==> src/rtl/fft_peak_finder_if.sv <==
`default_nettype none
// ============================================================================
//  Module      : fft_peak_finder_if
//  Description : Bundle between the FFT bin memory / tuner logic and the
//                peak finder.
//                  go       - start a scan (FFT done, level or pulse)
//                  result   - signed bin value for the current inspect index
//                  inspect  - bin index driven back to the FFT
//                  busy     - high while a scan is in progress
//                  done     - one-cycle pulse at scan completion
//                  peak_bin - index of the largest-magnitude bin
//                  peak_mag - unsigned magnitude of peak_bin
//                  no_peak  - final maximum fell below the threshold
//                master : the peak finder side
//                slave  : the FFT / consumer side
//  Revision    : 1.0 - initial release
// ============================================================================
interface fft_peak_finder_if;
  logic               go;
  logic signed [15:0] result;
  logic        [7:0]  inspect;
  logic               busy;
  logic               done;
  logic        [7:0]  peak_bin;
  logic        [15:0] peak_mag;
  logic               no_peak;

  modport master (
    input  go,
    input  result,
    output inspect,
    output busy,
    output done,
    output peak_bin,
    output peak_mag,
    output no_peak
  );

  modport slave (
    output go,
    output result,
    input  inspect,
    input  busy,
    input  done,
    input  peak_bin,
    input  peak_mag,
    input  no_peak
  );
endinterface
`default_nettype wire

==> src/rtl/fft_peak_finder.sv <==
`default_nettype none
// ============================================================================
//  Module      : fft_peak_finder
//  Description : Scans FFT bins BIN_FIRST..BIN_LAST after a start request,
//                takes |result| of each bin (saturating -32768 to 32767) and
//                reports the lowest-indexed bin holding the largest magnitude.
//  Ports       :
//    clk    - system clock, rising edge
//    rst    - synchronous active-high reset, wins over every other input
//    io_pf  - fft_peak_finder_if.master
//               go (in), result (in, signed 16), inspect (out, 8),
//               busy (out), done (out, 1-cycle pulse), peak_bin (out, 8),
//               peak_mag (out, 16), no_peak (out)
//  Parameters  :
//    BIN_FIRST - first bin scanned
//    BIN_LAST  - last bin scanned, inclusive (BIN_FIRST <= BIN_LAST <= 255)
//    RD_LAT    - cycles from an inspect change until result is valid (1..7)
//    MIN_MAG   - magnitude a peak must reach to be reported as valid
//  Revision    : 1.0 - initial release
// ============================================================================
module fft_peak_finder #(
  parameter int BIN_FIRST = 1,
  parameter int BIN_LAST  = 127,
  parameter int RD_LAT    = 1,
  parameter int MIN_MAG   = 16
) (
  input  wire logic         clk,
  input  wire logic         rst,
  fft_peak_finder_if.master io_pf
);

  localparam logic [7:0]  c_bin_first  = 8'(BIN_FIRST);
  localparam logic [7:0]  c_bin_last   = 8'(BIN_LAST);
  localparam logic [2:0]  c_lat_reload = 3'(RD_LAT - 1);
  localparam logic [15:0] c_min_mag    = 16'(MIN_MAG);
  localparam logic [15:0] c_most_neg   = 16'h8000;
  localparam logic [15:0] c_most_pos   = 16'h7FFF;

  typedef enum logic [1:0] {
    S_IDLE   = 2'd0,
    S_WAIT   = 2'd1,
    S_SAMPLE = 2'd2,
    S_FINISH = 2'd3
  } state_t;

  // --------------------------------------------------------------------------
  // State and datapath registers
  // --------------------------------------------------------------------------
  state_t      r_state;
  logic [2:0]  r_cnt;
  logic [15:0] r_max;
  logic [7:0]  r_bin;
  logic [7:0]  r_inspect;
  logic        r_busy;
  logic        r_done;
  logic [7:0]  r_peak_bin;
  logic [15:0] r_peak_mag;
  logic        r_no_peak;

  // Next-state values
  state_t      w_state_nxt;
  logic [2:0]  w_cnt_nxt;
  logic [15:0] w_max_nxt;
  logic [7:0]  w_bin_nxt;
  logic [7:0]  w_inspect_nxt;
  logic        w_busy_nxt;
  logic        w_done_nxt;
  logic [7:0]  w_peak_bin_nxt;
  logic [15:0] w_peak_mag_nxt;
  logic        w_no_peak_nxt;

  // --------------------------------------------------------------------------
  // Magnitude of the incoming bin value. The two's-complement negation of
  // -32768 does not fit in 15 bits, so it is clamped to 32767 and the MSB of
  // the magnitude is always 0.
  // --------------------------------------------------------------------------
  logic [15:0] w_raw;
  logic [15:0] w_mag;

  always_comb begin
    w_raw = io_pf.result;
    if (!w_raw[15]) begin
      w_mag = w_raw;
    end else if (w_raw == c_most_neg) begin
      w_mag = c_most_pos;
    end else begin
      w_mag = ~w_raw + 16'd1;
    end
  end

  // --------------------------------------------------------------------------
  // Next-state and datapath logic
  // --------------------------------------------------------------------------
  always_comb begin
    w_state_nxt    = r_state;
    w_cnt_nxt      = r_cnt;
    w_max_nxt      = r_max;
    w_bin_nxt      = r_bin;
    w_inspect_nxt  = r_inspect;
    w_busy_nxt     = r_busy;
    w_done_nxt     = 1'b0;
    w_peak_bin_nxt = r_peak_bin;
    w_peak_mag_nxt = r_peak_mag;
    w_no_peak_nxt  = r_no_peak;

    case (r_state)
      S_IDLE: begin
        // A level-held go re-enters here straight after FINISH and starts
        // the next scan on the following edge.
        if (io_pf.go) begin
          w_state_nxt   = S_WAIT;
          w_inspect_nxt = c_bin_first;
          w_cnt_nxt     = c_lat_reload;
          w_max_nxt     = 16'd0;
          w_bin_nxt     = c_bin_first;
          w_busy_nxt    = 1'b1;
        end
      end

      S_WAIT: begin
        // Holds inspect steady while the FFT read pipeline catches up.
        if (r_cnt == 3'd0) begin
          w_state_nxt = S_SAMPLE;
        end else begin
          w_cnt_nxt = r_cnt - 3'd1;
        end
      end

      S_SAMPLE: begin
        // Strict compare: on equal magnitudes the earlier (lower) bin wins.
        if (w_mag > r_max) begin
          w_max_nxt = w_mag;
          w_bin_nxt = r_inspect;
        end
        if (r_inspect == c_bin_last) begin
          w_state_nxt = S_FINISH;
        end else begin
          w_inspect_nxt = r_inspect + 8'd1;
          w_cnt_nxt     = c_lat_reload;
          w_state_nxt   = S_WAIT;
        end
      end

      S_FINISH: begin
        // inspect is left at the last bin until the next scan or reset.
        w_peak_bin_nxt = r_bin;
        w_peak_mag_nxt = r_max;
        w_no_peak_nxt  = (r_max < c_min_mag);
        w_done_nxt     = 1'b1;
        w_busy_nxt     = 1'b0;
        w_state_nxt    = S_IDLE;
      end

      default: begin
        w_state_nxt = S_IDLE;
      end
    endcase
  end

  // --------------------------------------------------------------------------
  // State register
  // --------------------------------------------------------------------------
  always_ff @(posedge clk) begin
    if (rst) begin
      r_state    <= S_IDLE;
      r_cnt      <= 3'd0;
      r_max      <= 16'd0;
      r_bin      <= 8'd0;
      r_inspect  <= 8'd0;
      r_busy     <= 1'b0;
      r_done     <= 1'b0;
      r_peak_bin <= 8'd0;
      r_peak_mag <= 16'd0;
      r_no_peak  <= 1'b0;
    end else begin
      r_state    <= w_state_nxt;
      r_cnt      <= w_cnt_nxt;
      r_max      <= w_max_nxt;
      r_bin      <= w_bin_nxt;
      r_inspect  <= w_inspect_nxt;
      r_busy     <= w_busy_nxt;
      r_done     <= w_done_nxt;
      r_peak_bin <= w_peak_bin_nxt;
      r_peak_mag <= w_peak_mag_nxt;
      r_no_peak  <= w_no_peak_nxt;
    end
  end

  // --------------------------------------------------------------------------
  // Outputs
  // --------------------------------------------------------------------------
  assign io_pf.inspect  = r_inspect;
  assign io_pf.busy     = r_busy;
  assign io_pf.done     = r_done;
  assign io_pf.peak_bin = r_peak_bin;
  assign io_pf.peak_mag = r_peak_mag;
  assign io_pf.no_peak  = r_no_peak;

endmodule
`default_nettype wire
==> src/flat_wrapper.sv <==
// flat-port wrapper written by rule: the top's interface ports become plain ports
module fft_peak_finder_flat 
#(
  parameter int BIN_FIRST = 1,
  parameter int BIN_LAST  = 127,
  parameter int RD_LAT    = 1,
  parameter int MIN_MAG   = 16
)
  (clk, rst, io_pf_go, io_pf_result, io_pf_inspect, io_pf_busy, io_pf_done, io_pf_peak_bin, io_pf_peak_mag, io_pf_no_peak);
  fft_peak_finder_if io_pf_i ();
  input  wire logic clk;
  input  wire logic rst;
  input wire logic [$bits(io_pf_i.go)-1:0] io_pf_go;
  input wire logic [$bits(io_pf_i.result)-1:0] io_pf_result;
  output wire logic [$bits(io_pf_i.inspect)-1:0] io_pf_inspect;
  output wire logic [$bits(io_pf_i.busy)-1:0] io_pf_busy;
  output wire logic [$bits(io_pf_i.done)-1:0] io_pf_done;
  output wire logic [$bits(io_pf_i.peak_bin)-1:0] io_pf_peak_bin;
  output wire logic [$bits(io_pf_i.peak_mag)-1:0] io_pf_peak_mag;
  output wire logic [$bits(io_pf_i.no_peak)-1:0] io_pf_no_peak;
  assign io_pf_i.go = io_pf_go;
  assign io_pf_i.result = io_pf_result;
  assign io_pf_inspect = io_pf_i.inspect;
  assign io_pf_busy = io_pf_i.busy;
  assign io_pf_done = io_pf_i.done;
  assign io_pf_peak_bin = io_pf_i.peak_bin;
  assign io_pf_peak_mag = io_pf_i.peak_mag;
  assign io_pf_no_peak = io_pf_i.no_peak;
  fft_peak_finder #(.BIN_FIRST(BIN_FIRST), .BIN_LAST(BIN_LAST), .RD_LAT(RD_LAT), .MIN_MAG(MIN_MAG)) u_core (.clk(clk), .rst(rst), .io_pf(io_pf_i));
endmodule
==> config.mk <==
export PLATFORM = sky130hd
export DESIGN_NAME = fft_peak_finder_flat
export DESIGN_NICKNAME = d
export VERILOG_FILES = /design/src/rtl/fft_peak_finder_if.sv /design/src/rtl/fft_peak_finder.sv /design/src/flat_wrapper.sv
export SDC_FILE = /design/constraint.sdc
export NUM_CORES = 1
export LEC_CHECK = 0
export CAP_MARGIN = 30
export CORE_ASPECT_RATIO = 0.9
export CORE_UTILIZATION = 49
export DETAILED_ROUTE_END_ITERATION = 10
export GPL_TIMING_DRIVEN = 0
export PLACE_DENSITY = 0.77
export RECOVER_POWER = 100
export REMOVE_ABC_BUFFERS = 1
export SLEW_MARGIN = 20
export SYNTH_ARGS = -nofsm -noshare
export SYNTH_HDL_FRONTEND = slang
export SYNTH_SLANG_ARGS = --single-unit
==> constraint.sdc <==
create_clock -name clk -period 4.1 [get_ports clk]
set_clock_uncertainty 0.2 [all_clocks]
set_input_delay 0.82 -clock clk [delete_from_list [all_inputs] [get_ports clk]]
set_output_delay 0.82 -clock clk [all_outputs]
set_load 0.005 [all_outputs]
==> flow_results.xml <==
<?xml version="1.0" encoding="UTF-8"?>
<metrics>
  <group name="floorplanning">
    <metric name="dieHeight" unit="um">82.2</metric>
    <metric name="core_area" unit="um2">6730</metric>
    <metric name="initial_utilization" unit="%">52.1</metric>
    <metric name="fp.dieW" unit="um">91.1</metric>
    <metric name="std_cell_rows" unit="">28</metric>
    <metric name="io-pin-count" unit="">54</metric>
    <metric name="floorplan_die_area" unit="um2">7490</metric>
  </group>
  <group name="min_path">
    <metric name="worstHoldPathType" unit="">reg2reg</metric>
    <metric name="origin_of_the_worst_min_delay_path" unit="">u_core.io_pf.peak_bin[6]$_SDFFE_PP0P_</metric>
    <metric name="worst_hold_path.num_cells" unit="">2</metric>
    <metric name="worst_hold_path.endpoint" unit="">u_core.io_pf.peak_bin[6]$_SDFFE_PP0P_</metric>
  </group>
  <group name="placed_design">
    <metric name="io_buffers" unit="">53</metric>
    <metric name="dp_hpwl" unit="um">5280</metric>
    <metric name="area_after_dpl" unit="um2">4040</metric>
    <metric name="place_congestion" unit="">0.862</metric>
  </group>
  <group name="setup_path">
    <metric name="number_of_cell_instances_on_the_worst_register_to_register_path" unit="">7</metric>
    <metric name="arrival_time_of_data_at_the_critical_path_endpoint" unit="ns">4.14</metric>
    <metric name="r2r_end" unit="">u_core.r_max[4]$_SDFFE_PP0P_</metric>
    <metric name="cp_max_fo" unit="">6</metric>
    <metric name="critical_path.slowest_cell" unit="">sky130_fd_sc_hd__or4_4</metric>
    <metric name="end_kind" unit="">flip-flop</metric>
    <metric name="type_of_the_worst_setup_path" unit="">in2reg</metric>
    <metric name="critical_path.cell_chain" unit="">clkdlybuf4s50_1 &gt; nor2_1 &gt; nand4_1 &gt; nor3b_1 &gt; or3_1 &gt; ha_1 &gt; nand4_1 &gt; nor2_1 &gt; or4_4 &gt; o32a_4 &gt; mux2_1</metric>
    <metric name="setup.reg_to_reg.worst_slack" unit="ns">1.43</metric>
    <metric name="cp_bufs_invs" unit="">1</metric>
    <metric name="slowest_delay" unit="ns">0.52</metric>
    <metric name="cp_data_required_time" unit="ns">4.14</metric>
    <metric name="critPathTopFamily" unit="">simple AND/OR/NAND/NOR gates</metric>
    <metric name="reg2reg_from" unit="">u_core.r_max[13]$_SDFFE_PP0P_</metric>
    <metric name="start_kind" unit="">input pin</metric>
    <metric name="cp.depth" unit="">11</metric>
  </group>
  <group name="timing">
    <metric name="tightestPinTransition" unit="ns">1.40</metric>
    <metric name="final.period_utilization" unit="%">100</metric>
    <metric name="fin_worst_hold_slack" unit="ns">0.250</metric>
    <metric name="relSlewSlack" unit="%">6.93</metric>
    <metric name="finalMaxSlewViolations" unit="">0</metric>
    <metric name="timing.final.crit_period" unit="ns">4.10</metric>
    <metric name="setup_viol" unit="">1</metric>
    <metric name="finalHoldViolCount" unit="">0</metric>
    <metric name="achievable-frequency" unit="MHz">244</metric>
    <metric name="fin_ws" unit="ns">-0.00449</metric>
  </group>
  <group name="layout">
    <metric name="final_design_area_no_fill" unit="um2">4510</metric>
    <metric name="antenna_cells_inserted" unit="">0</metric>
    <metric name="layout.filler_cells" unit="">549</metric>
    <metric name="finish.net_count" unit="">528</metric>
    <metric name="flow.area_growth_from_synthesis" unit="%">28.7</metric>
    <metric name="final_layout_size_suffix_gt1_share" unit="%">12.3</metric>
    <metric name="finish.utilization" unit="%">67.0</metric>
  </group>
  <group name="power_and_ir_drop">
    <metric name="cellLeakagePower" unit="nW">1.81</metric>
    <metric name="ir_worst_vdd" unit="mV">0.214</metric>
    <metric name="p_total" unit="mW">1.38</metric>
    <metric name="cellPowerDensity" unit="nW/um2">306</metric>
  </group>
  <group name="route">
    <metric name="routed_wire_length_per_instance" unit="um">14.7</metric>
    <metric name="detailedRoute.firstPassIterationCount" unit="">5</metric>
    <metric name="num_vias" unit="">3203</metric>
    <metric name="drt_initial_violations" unit="">219</metric>
    <metric name="vias_per_cell" unit="">5.48</metric>
    <metric name="drt_drc_violations_left" unit="">0</metric>
    <metric name="ant_nets" unit="">0</metric>
    <metric name="route.final.wire_length" unit="um">8610</metric>
  </group>
  <group name="yosys">
    <metric name="seq_cells_post_synth" unit="">64</metric>
    <metric name="ys.flop_type" unit="">sky130_fd_sc_hd__dfxtp_1</metric>
    <metric name="synth_seq_area_share" unit="%">36.6</metric>
    <metric name="netlist-cell-type-count" unit="">52</metric>
    <metric name="edff_count_synth" unit="">0</metric>
    <metric name="synthCells" unit="">422</metric>
    <metric name="ys_warn_count" unit="">0</metric>
    <metric name="ys_async_sr_fraction" unit="%">0</metric>
    <metric name="post_synth.cell_area_avg" unit="um2">8.30</metric>
    <metric name="synth_area" unit="um2">3500</metric>
  </group>
  <group name="clocking">
    <metric name="cts.htree.levels" unit="">3</metric>
    <metric name="clock-root-buffer" unit="">sky130_fd_sc_hd__clkbuf_8</metric>
    <metric name="cts_tree" unit="">built</metric>
    <metric name="cts.clk_slew.worst_paths" unit="ns">0.07</metric>
    <metric name="cts_num_sinks" unit="">64</metric>
    <metric name="worst_skew_pair.late_latency" unit="ns">0.35</metric>
    <metric name="cts.hold.buffers_added" unit="">0</metric>
    <metric name="cts_buffer_depth" unit="">2</metric>
    <metric name="cts_inserted_buffers" unit="">9</metric>
  </group>
  <group name="run">
    <metric name="maximum_capacitance_violations" unit="">0</metric>
  </group>
  <group name="outcome">
    <metric name="status" unit="">finished with violations</metric>
    <metric name="violations" unit="">setup timing</metric>
  </group>
  <group name="global_routing">
    <metric name="wire_length_of_the_first_global_routing_pass" unit="um">14000</metric>
    <metric name="grtUsageTotal" unit="%">23.6</metric>
    <metric name="vias_in_the_first_global_route" unit="">2963</metric>
    <metric name="grt_remaining_overflow" unit="">0</metric>
    <metric name="grt_start_max_net_pins" unit="">42</metric>
    <metric name="antenna_violations_before_repair" unit="">0</metric>
  </group>
</metrics>
routing by layer:
metal | wire length, um | up-vias | global-route usage [%]
met5 | 0 | - | 0
met4 | 212 | 0 | 9.21
met1 | 3920 | 1488 | 28.8
li1 | - | 1584 | -
met2 | 3990 | 105 | 40.8
met3 | 491 | 26 | 5.59
flip-flops by register name, indices dropped and copies added (netlist names):
| register | count |
|---|---|
| u_core.io_pf.inspect | 8 |
| u_core.io_pf.done | 1 |
| u_core.io_pf.peak_bin | 8 |
| u_core.r_state | 2 |
| u_core.r_cnt | 3 |
| u_core.r_max | 16 |
| u_core.r_bin | 8 |
| u_core.io_pf.peak_mag | 16 |
| u_core.io_pf.busy | 1 |
| u_core.io_pf.no_peak | 1 |
synthesized netlist by cell type, drive strengths merged, types with 4 or more instances:
master  count  area share (%)
nand2      71             7.6
dfxtp      64              37
a21oi      37             5.3
nor2       28             3.0
nand2b     25             4.5
mux2i      23             6.6
inv        22             2.4
ha         20             7.1
clkbuf     15             1.6
xor2       11             2.8
buf         9             1.8
nand3b      8             1.7
nand4       8             1.6
nor4        7             1.9
o21ai       7             1.0
xnor2       7             1.8
a211o       6             1.5
nor3        5            0.71
a21boi      4            0.86
a31oi       4            0.71
nor2b       4            0.71
nor3b       4            0.86
cell families (layout without fill, tap and decap cells):
kind of cell / Yosys count / count (layout) / share of synthesized area (%)
buffers and inverters: 46 / 117 / 5.79
adder cells (fa/ha/maj): 20 / 20 / 7.15
AND/OR/NAND/NOR: 172 / 172 / 24.8
multiplexers: 25 / 25 / 7.22
flip-flops: 64 / 64 / 36.6
AO/OA/AOI/OAI: 77 / 78 / 13.9
XOR/XNOR: 18 / 18 / 4.50
worst max path at each step:
stage,startpoint,to
finish,io_pf_result[11],u_core.r_max[4]$_SDFFE_PP0P_
floorplan,io_pf_result[0],u_core.r_max[8]$_SDFFE_PP0P_
global placement,io_pf_result[0],u_core.r_max[8]$_SDFFE_PP0P_
CTS,io_pf_result[4],u_core.r_max[4]$_SDFFE_PP0P_
detailed placement,io_pf_result[0],u_core.r_max[8]$_SDFFE_PP0P_
global route,io_pf_result[0],u_core.r_max[4]$_SDFFE_PP0P_
area by class of cell:
class	count	area [um2]	share of cell area, %
Sequential cell	64	1280	28.4
Clock inverter	3	17.5	0.389
Multi-Input combinational cell	313	2130	47.2
Timing Repair Buffer	79	738	16.4
Clock buffer	13	149	3.30
Inverter	22	82.6	1.83
Tap cell	90	113	2.50
where the power goes:
group	switching [mW]	internal [mW]	leakage [nW]	total, mW
Sequential	0.00967	0.633	0.517	0.643
Clock	0.242	0.235	0.0834	0.476
Combinational	0.138	0.123	1.21	0.261
Total	0.390	0.990	1.81	1.38
metrics by stage:
stage | TNS [ns] | worst slack [ns] | cells
after CTS | 0 | 0.0239 | 577
final | -0.00449 | -0.00449 | 584
after floorplan | -6.19 | -0.445 | 398
after global routing | -0.482 | -0.0520 | 584
after detailed placement | -29.62 | -1.41 | 542
after global placement | -40.50 | -1.87 | 541
cells in the final DEF, fill, tap and decap left out, types with 3 or more instances in the layout:
cell type and count:
sky130_fd_sc_hd__nor2b_1 3, sky130_fd_sc_hd__nor4_1 4, sky130_fd_sc_hd__nand2_1 71, sky130_fd_sc_hd__o21ai_0 7, sky130_fd_sc_hd__nand4_1 7, sky130_fd_sc_hd__buf_4 24
sky130_fd_sc_hd__xnor2_1 7, sky130_fd_sc_hd__a21oi_1 37, sky130_fd_sc_hd__nor3_1 4, sky130_fd_sc_hd__nor2_1 27, sky130_fd_sc_hd__mux2i_1 23, sky130_fd_sc_hd__dlygate4sd3_1 36
sky130_fd_sc_hd__nand2b_1 25, sky130_fd_sc_hd__dlygate4sd2_1 4, sky130_fd_sc_hd__dlymetal6s2s_1 5, sky130_fd_sc_hd__clkbuf_8 10, sky130_fd_sc_hd__inv_1 21, sky130_fd_sc_hd__dfxtp_1 64
sky130_fd_sc_hd__clkbuf_1 4, sky130_fd_sc_hd__nor3b_1 3, sky130_fd_sc_hd__ha_1 19, sky130_fd_sc_hd__nand3b_1 8, sky130_fd_sc_hd__xor2_1 11, sky130_fd_sc_hd__o211ai_1 3
sky130_fd_sc_hd__a31oi_1 4, sky130_fd_sc_hd__a211o_1 6, sky130_fd_sc_hd__clkdlybuf4s50_1 5
tightest hold or removal path: cells and delay by family (launching register included):
family | cells | cell delay, ns
compound gates | 1 | 0.05
simple gates | 1 | 0.05
flops | 1 | 0.30
repair_timing:
action / 4_1_cts / 5_1_grt
endpoints found under the setup margin: 24 / 24
gates cloned: 1 / 0
resized for setup: 23 / 12
setup buffers: 18 / 6
pin swaps: 6 / 8
endpoints found under the hold margin: 0 / 0
No activity file was read; power rests on OpenSTA's default activity.
